$ cat src/rtl/uart_tx_feeder_pkg.sv
// Shared types and default sizes for the UART TX feeder and the UART TX top.
package uart_tx_feeder_pkg;

  localparam int DEFAULT_DATA_WIDTH   = 8;
  localparam int DEFAULT_DEPTH        = 8;
  localparam int DEFAULT_BUSY_TIMEOUT = 4;

  typedef enum logic [1:0] {
    IDLE       = 2'd0,
    WAIT_START = 2'd1,
    WAIT_DONE  = 2'd2
  } feeder_state_t;

endpackage

$ cat src/rtl/uart_sync_fifo.sv
// Single-clock byte FIFO with a separate occupancy counter and a sticky overflow flag.
module uart_sync_fifo
  import uart_tx_feeder_pkg::*;
#(
  parameter int DATA_WIDTH = DEFAULT_DATA_WIDTH,
  parameter int DEPTH      = DEFAULT_DEPTH
) (
  input  logic                         clk,
  input  logic                         rst,
  input  logic [DATA_WIDTH-1:0]        wr_data,
  input  logic                         wr_en,
  input  logic                         rd_en,
  output logic [DATA_WIDTH-1:0]        rd_data,
  output logic                         full,
  output logic                         empty,
  output logic [$clog2(DEPTH+1)-1:0]   count,
  output logic                         overflow
);

  localparam int PW = $clog2(DEPTH);
  localparam int CW = $clog2(DEPTH + 1);

  logic [DATA_WIDTH-1:0] mem [DEPTH];
  logic [PW-1:0]         wr_ptr;
  logic [PW-1:0]         rd_ptr;
  logic                  wr_accept;
  logic                  pop;

  // Flags come from the registered count, so a pop cannot make room for a same-cycle write.
  assign full      = (count == CW'(DEPTH));
  assign empty     = (count == '0);
  assign wr_accept = wr_en && !full;
  assign pop       = rd_en && !empty;
  assign rd_data   = mem[rd_ptr];

  // NOTE: storage has no reset; pointers and count define validity, so stale contents are never read.
  always_ff @(posedge clk) begin
    if (wr_accept) begin
      mem[wr_ptr] <= wr_data;
    end
  end

  // NOTE: sequential state uses non-blocking assignments so every flop samples pre-edge values.
  always_ff @(posedge clk) begin
    if (rst) begin
      wr_ptr   <= '0;
      rd_ptr   <= '0;
      count    <= '0;
      overflow <= 1'b0;
    end else begin
      if (wr_accept) begin
        wr_ptr <= wr_ptr + PW'(1);
      end
      if (pop) begin
        rd_ptr <= rd_ptr + PW'(1);
      end
      case ({wr_accept, pop})
        2'b10:   count <= count + CW'(1);
        2'b01:   count <= count - CW'(1);
        default: count <= count;
      endcase
      if (wr_en && full) begin
        overflow <= 1'b1;
      end
    end
  end

endmodule

$ cat src/rtl/uart_tx_feeder.sv
// Feeds buffered bytes to the UART transmitter one frame at a time, paced by its busy output.
module uart_tx_feeder
  import uart_tx_feeder_pkg::*;
#(
  parameter int DATA_WIDTH   = DEFAULT_DATA_WIDTH,
  parameter int DEPTH        = DEFAULT_DEPTH,
  parameter int BUSY_TIMEOUT = DEFAULT_BUSY_TIMEOUT
) (
  input  logic                         clk,
  input  logic                         rst,
  input  logic [DATA_WIDTH-1:0]        wr_data,
  input  logic                         wr_en,
  output logic                         full,
  output logic                         empty,
  output logic [$clog2(DEPTH+1)-1:0]   count,
  output logic                         overflow,
  output logic                         launch_err,
  input  logic                         tx_busy,
  output logic [DATA_WIDTH-1:0]        tx_p_data,
  output logic                         tx_data_valid
);

  localparam int TW = $clog2(BUSY_TIMEOUT + 1);

  feeder_state_t         state;
  feeder_state_t         next_state;
  logic [TW-1:0]         timer;
  logic [DATA_WIDTH-1:0] head;
  logic                  launch;
  logic                  timeout_hit;

  uart_sync_fifo #(
    .DATA_WIDTH (DATA_WIDTH),
    .DEPTH      (DEPTH)
  ) u_fifo (
    .clk      (clk),
    .rst      (rst),
    .wr_data  (wr_data),
    .wr_en    (wr_en),
    .rd_en    (launch),
    .rd_data  (head),
    .full     (full),
    .empty    (empty),
    .count    (count),
    .overflow (overflow)
  );

  always_ff @(posedge clk) begin
    if (rst) begin
      state <= IDLE;
    end else begin
      state <= next_state;
    end
  end

  // NOTE: every combinational output gets a default first so no path infers a latch.
  always_comb begin
    next_state = state;
    unique case (state)
      IDLE:       if (launch)        next_state = WAIT_START;
      WAIT_START: if (tx_busy)       next_state = WAIT_DONE;
                  else if (timeout_hit) next_state = IDLE;
      WAIT_DONE:  if (!tx_busy)      next_state = IDLE;
      default:                       next_state = IDLE;
    endcase
  end

  always_comb begin
    launch      = 1'b0;
    timeout_hit = 1'b0;
    unique case (state)
      IDLE:       launch      = !empty && !tx_busy;
      WAIT_START: timeout_hit = !tx_busy && (timer == TW'(BUSY_TIMEOUT - 1));
      default: ;
    endcase
  end

  // A launch that times out is treated as consumed; the byte is not retried.
  always_ff @(posedge clk) begin
    if (rst) begin
      timer         <= '0;
      tx_p_data     <= '0;
      tx_data_valid <= 1'b0;
      launch_err    <= 1'b0;
    end else begin
      tx_data_valid <= launch;
      if (launch) begin
        tx_p_data <= head;
        timer     <= '0;
      end else if (state == WAIT_START && !tx_busy) begin
        timer <= timer + TW'(1);
      end
      if (timeout_hit) begin
        launch_err <= 1'b1;
      end
    end
  end

endmodule

$ cat config.mk
export PLATFORM = sky130hd
export DESIGN_NAME = uart_tx_feeder
export DESIGN_NICKNAME = d
export VERILOG_FILES = /design/src/rtl/uart_tx_feeder_pkg.sv /design/src/rtl/uart_sync_fifo.sv /design/src/rtl/uart_tx_feeder.sv
export SDC_FILE = /design/constraint.sdc
export NUM_CORES = 1
export LEC_CHECK = 0
export CORE_ASPECT_RATIO = 1.2
export CORE_MARGIN = 4
export CORE_UTILIZATION = 30
export DETAILED_ROUTE_END_ITERATION = 10
export SKIP_LAST_GASP = 1
export SYNTH_ARGS = -nofsm -noshare
export SYNTH_HDL_FRONTEND = slang
export SYNTH_SLANG_ARGS = --single-unit
$ cat constraint.sdc
create_clock -name clk -period 3.2 [get_ports clk]
set_clock_uncertainty 0.1 [all_clocks]
set_input_delay 0.48 -clock clk [delete_from_list [all_inputs] [get_ports clk]]
set_output_delay 0.48 -clock clk [all_outputs]
set_load 0.05 [all_outputs]
---- After elaboration in Yosys (flattened, before gate mapping) ----
Memories as Yosys holds them, arrays and structs flattened. A register that Yosys moved wholly into a read port is not among the register bits.
Cells that the tools add are included.
W data, S select, Z words.
operators by class
  add/subtract/negate cells ............... 5
  equality and inequality tests ........... 9
  mux-type cells .......................... 10
  reductions and logical operators ........ 14
operator list
  kind                   number
  $add A3 B1 Y3 const B  3
  $mux W2                4
  $pmux W4 S2            1
  $logic_and A1 B1 Y1    6
  $pmux W2 S3            1
  $add A4 B1 Y4 const B  1
  $eq A2 B1 Y1 const B   2
  $eq A2 B2 Y1 const B   2
  $eq A4 B4 Y1 const B   1
  $logic_not A4 Y1       1
  $mux W1                4
  $sub A4 B1 Y4 const B  1
  $eq A3 B2 Y1 const B   1
  $logic_not A1 Y1       3
  $ne A3 B3 Y1 const B   1
  $reduce_and A3 Y1      1
  $logic_not A2 Y1       1
  $ne A2 B1 Y1 const B   1
  $ne A2 B2 Y1 const B   1
  $reduce_bool A2 Y1     1
  $reduce_or A2 Y1       1
storage, ports and cells
  flip-flop bits (word level) ............. 18
  bits in writable memories ............... 64
  output and inout port bits .............. 17
  logic and storage cells ................. 47
  memories ................................ 1
memories
  name        depth  bits a word  read ports  clocked after Yosys merged registers in  wr ports  line                  RTL
  u_fifo.mem  8      8            1           1                                        1         uart_sync_fifo.sv:23  logic [DATA_WIDTH-1:0] mem [DEPTH];

---- Longest topological paths before layout ----
  depth after elaboration ................. 7
  gate-level depth with buffers ........... 11

---- Hierarchy ----
From an unflattened synthesis, not the netlist that was laid out.
second synthesis, totals
  cells, all modules ...................... 215
  area, all modules ....................... 3704.8 um^2
by module, submodules not included
  module          times used  cells an instance  area an instance (um^2)
  uart_sync_fifo  1           170                3155.5
  uart_tx_feeder  1           45                 549.3

---- Worst setup path after synthesis ----
No wires, ideal clock.
  kind .................................... register to register
  start point ............................. register u_fifo.count[0]
  end point ............................... register u_fifo.count[3]
  data arrival time ....................... 2.866 ns
  required time ........................... 3.028 ns
  slack ................................... 0.162 ns
  stages on the path, launching flop included .. 11
  path buffers ............................ 2
  cell sequence ........................... dfxtp_1 or4_4 and2_1 buf_6 buf_6 ha_1 ha_1 a21oi_1 a21oi_1 or4_1 a21oi_1
on the way
  word-level cells in the longest chain between the ends .. 7
RTL lines
  item                                                      line                                        RTL
  start: declaration                                        uart_sync_fifo.sv:16                        output logic [$clog2(DEPTH+1)-1:0] count,
  start signal: assignment                                  uart_sync_fifo.sv:58                        2'b10: count <= count + CW'(1);
  start signal: assignment                                  uart_sync_fifo.sv:59                        2'b01: count <= count - CW'(1);
  start signal: assignment                                  uart_sync_fifo.sv:60                        default: count <= count;
  $logic_not A4 Y1 *                                        uart_sync_fifo.sv:31                        assign empty = (count == '0);
  $logic_not A1 Y1 *                                        uart_sync_fifo.sv:33, uart_tx_feeder.sv:72
  $logic_and A1 B1 Y1                                       uart_tx_feeder.sv:72                        IDLE: launch = !empty && !tx_busy;
  $mux W1                                                   uart_tx_feeder.sv:71                        unique case (state)
  $logic_and A1 B1 Y1 *                                     uart_sync_fifo.sv:33                        assign pop = rd_en && !empty;
  net u_fifo.pop                                            uart_sync_fifo.sv:27                        logic pop;
  $eq A2 B1 Y1 / $eq A2 B2 Y1 (equally long branches)       uart_sync_fifo.sv:57                        case ({wr_accept, pop})
  $pmux W4 S2 / $reduce_bool A2 Y1 (equally long branches)  -
The timed path passes the listed nets; every way through them passes the cells marked *.
A chain may end at the register's enable or synchronous reset.

---- Worst setup path in the final report ----
  start point ............................. register u_fifo.count[0]
  end point ............................... register u_fifo.count[3]
on the way
  word-level cells in the longest chain between the ends .. 7
RTL lines
  item                                                      line
  $logic_not A4 Y1                                          uart_sync_fifo.sv:31
  $logic_not A1 Y1                                          uart_sync_fifo.sv:33, uart_tx_feeder.sv:72
  $logic_and A1 B1 Y1                                       uart_tx_feeder.sv:72
  $mux W1                                                   uart_tx_feeder.sv:71
  $logic_and A1 B1 Y1                                       uart_sync_fifo.sv:33
  $eq A2 B1 Y1 / $eq A2 B2 Y1 (equally long branches)       uart_sync_fifo.sv:57
  $pmux W4 S2 / $reduce_bool A2 Y1 (equally long branches)  -
Several ways; a longest one is shown, not always the timed one.

==> impl_metrics.env <==
export IMPL_status="finished clean"
export IMPL_reg2regPathDepth=8
export IMPL_yosys_top_cells_count="edfxtp_1 (64), dfxtp_1 (26), nor2_1 (25)"
export IMPL_min_path_cells=2
export IMPL_cpMostUsedCell="a21oi_1"
export IMPL_path_class="flop to flop"
export IMPL_crit_buf_inv=0
export IMPL_rsz0062_at_grt="false"
export IMPL_initial_core_util_pct=30.7
export IMPL_wl_per_cell_microns=15.7
export IMPL_num_rows=43
export IMPL_num_vias=1942
export IMPL_dieHeight_microns=127
export IMPL_hold_buffers=0
export IMPL_ant_nets=0
export IMPL_clk_latency_ns=0.33
export IMPL_path_clk_slew_ns=0.06
export IMPL_drtIter0Drc=83
export IMPL_nFillCells=1114
export IMPL_rr_startpoint="u_fifo.count[0]$_SDFFE_PP0P_"
export IMPL_boundaryPins=29
export IMPL_syn_num_nets=243
export IMPL_hp_class="flop to flop"
export IMPL_drv_cap=0
export IMPL_grt_pass1_wl_mm=10.7
export IMPL_p_total_w=0.00357
export IMPL_core_sq_mm=0.0115
export IMPL_yosysWarnings=0
export IMPL_syn2layout_area_growth_pct=21.7
export IMPL_gp_routability_congestion=0.696
export IMPL_period_minus_slack_ns=2.85
export IMPL_ir_worst_vdd_v=0.000303
export IMPL_worstPathMaxFanout=7
export IMPL_nets=283
export IMPL_critPathArrivalTime_ns=2.99
export IMPL_drive_gt1_share_pct=18.3
export IMPL_cp_slowest_cell="or4b_1"
export IMPL_clkSinkCount=90
export IMPL_avgSynthCellArea_sq_um=15.8
export IMPL_power_density_mw_per_mm2=830
export IMPL_antenna_found_initial=0
export IMPL_ff_latch_area_sq_mm=0.00244
export IMPL_tightest_slew_ns=0.889
export IMPL_cts_setup_buffers=0
export IMPL_yosys_area_top_type="edfxtp_1"
export IMPL_p_leak_nw=1.41
export IMPL_yosys_area_top_type_share_pct=54.4
export IMPL_endpoint_kind="flop"
export IMPL_multi_input_area_sq_um=993
export IMPL_tritoncts="done"
export IMPL_hp_start="launch_err$_SDFFE_PP0P_"
export IMPL_cts_root_buf="clkbuf_16"
export IMPL_synth_edf_count=64
export IMPL_syn_area_sq_mm=0.00353
export IMPL_cp_required_ns=3.34
export IMPL_ys_ff_latch=90
export IMPL_r2r_end="u_fifo.count[3]$_SDFFE_PP0P_"
export IMPL_fin_setup_tns_ns=0
export IMPL_synth_most_common_cell="edfxtp_1"
export IMPL_synth_cell_types=35
export IMPL_cp_depth=8
export IMPL_critPathTopFamily="simple AND/OR/NAND/NOR gates"
export IMPL_final_hold_viol_count=0
export IMPL_fmax_ghz=0.351
export IMPL_first_pass_iters=4
export IMPL_hpwl_mm=4.41
export IMPL_postSynth_asyncResetShare_pct=0
export IMPL_synth_cells=223
export IMPL_grt_overflow_total=0
export IMPL_die_w_microns=107
export IMPL_route_detailed_drc=0
export IMPL_yosysSeqAreaShare_pct=69.2
export IMPL_cts_resized=0
export IMPL_antenna_cells=0
export IMPL_drv_slew=0
export IMPL_clock_path_buffers=2
export IMPL_path_cells="or4b_1 > nand2_2 > ha_1 > ha_1 > a21oi_1 > a21oi_1 > or4_1 > a21oi_1"
export IMPL_slowest_delay_ns=0.64
export IMPL_numPortBuffers=28
export IMPL_synth_flop_cell="edfxtp_1"
export IMPL_grt_max_degree=23
export IMPL_cts_max_level=3
export IMPL_setup_violations_final=0
export IMPL_first_global_vias=2013
export IMPL_slew_headroom_pct=40.7
export IMPL_r2r_setup_slack_ns=0.35
export IMPL_crit_path_start_kind="flop"
export IMPL_die_area_sq_mm=0.0136
export IMPL_cts_buffers=9
export IMPL_routed_wl_mm=6.69
export IMPL_holdWs_ns=0.371
export IMPL_vias_per_cell=4.57
export IMPL_grt_total_usage_pct=10.8
export IMPL_min_to="launch_err$_SDFFE_PP0P_"
export IMPL_synth_area_top_cells="edfxtp_1 (54%), dfxtp_1 (15%), mux4_2 (10%)"
export IMPL_finalCritPeriodShare_pct=89.1
-- cells in the final DEF, fill, tap and decap left out, types with 3 or more instances in the layout --
master / instances
edfxtp_1: 64
clkdlybuf4s50_1: 28
dfxtp_1: 26
nor2_1: 25
mux4_2: 16
nor3_1: 13
buf_4: 12
clkbuf_16: 9
inv_1: 8
a21oi_1: 8
o22ai_1: 8
nand3_1: 7
ha_1: 7
xor2_1: 4
xnor2_1: 4
clkinv_2: 3
-- layer usage --
layer	wire, microns	vias up	global-route usage [%]
li1	-	923	-
met1	2870	980	11.8
met2	3540	30	19.0
met3	159	9	2.44
met4	119	0	5.87
met5	0	-	0
-- final cells by class --
cell class	instances	area share, %
Clock buffer	11	5.42
Clock inverter	5	0.728
Inverter	8	0.699
Multi-Input combinational cell	114	23.1
Sequential cell	90	56.8
Tap cell	157	4.57
Timing Repair Buffer	40	8.62
-- worst max-delay path by stage --
stage                                      start                           end
finish              u_fifo.count[0]$_SDFFE_PP0P_  u_fifo.count[3]$_SDFFE_PP0P_
global route        u_fifo.count[0]$_SDFFE_PP0P_  u_fifo.count[3]$_SDFFE_PP0P_
CTS                 u_fifo.count[0]$_SDFFE_PP0P_                          full
detailed placement                       tx_busy  u_fifo.count[3]$_SDFFE_PP0P_
global placement                         tx_busy  u_fifo.count[3]$_SDFFE_PP0P_
floorplan           u_fifo.count[0]$_SDFFE_PP0P_  u_fifo.count[3]$_SDFFE_PP0P_
-- metrics by stage --
stage	area [sq um]	setup WS, ns	utilization (%)	std cells
4_1_cts	4300	0.331	37.3	425
6_report	4300	0.350	37.3	425
3_5_place_dp	4030	0.233	35.0	409
5_1_grt	4300	0.104	37.3	425
2_1_floorplan	3530	0.162	-	223
3_3_place_gp	4030	0.334	35.0	409
-- report_power, final --
group	switching, W	internal (W)	total [W]
Sequential	0.000108	0.00138	0.00149
Combinational	0.000666	0.000476	0.00114
Clock	0.000413	0.000523	0.000936
-- worst min-delay path: cells and delay by family, from the launching register on --
kind,cells,cell delay (ns)
flops,1,0.33
simple gates,1,0.07
compound gates,1,0.04
-- sequential cells by signal, summed over array words and instances (netlist names) --
signal,cells
launch_err,1
state,2
timer,3
tx_data_valid,1
tx_p_data,8
u_fifo.count,4
u_fifo.mem,64
u_fifo.overflow,1
u_fifo.rd_ptr,3
u_fifo.wr_ptr,3
-- cell families after synthesis --
| logic type | Yosys count | share of synthesized area (%) |
|---|---|---|
| AOI/OAI and AO/OA | 19 | 3.44 |
| xor gates and xnor gates | 8 | 1.98 |
| adders and majority gates | 8 | 3.05 |
| buffers and inverters | 19 | 2.69 |
| DFF | 90 | 69.2 |
| muxes | 18 | 10.8 |
| and+or+nand+nor | 61 | 8.89 |
(Power assumes the default switching activity.)
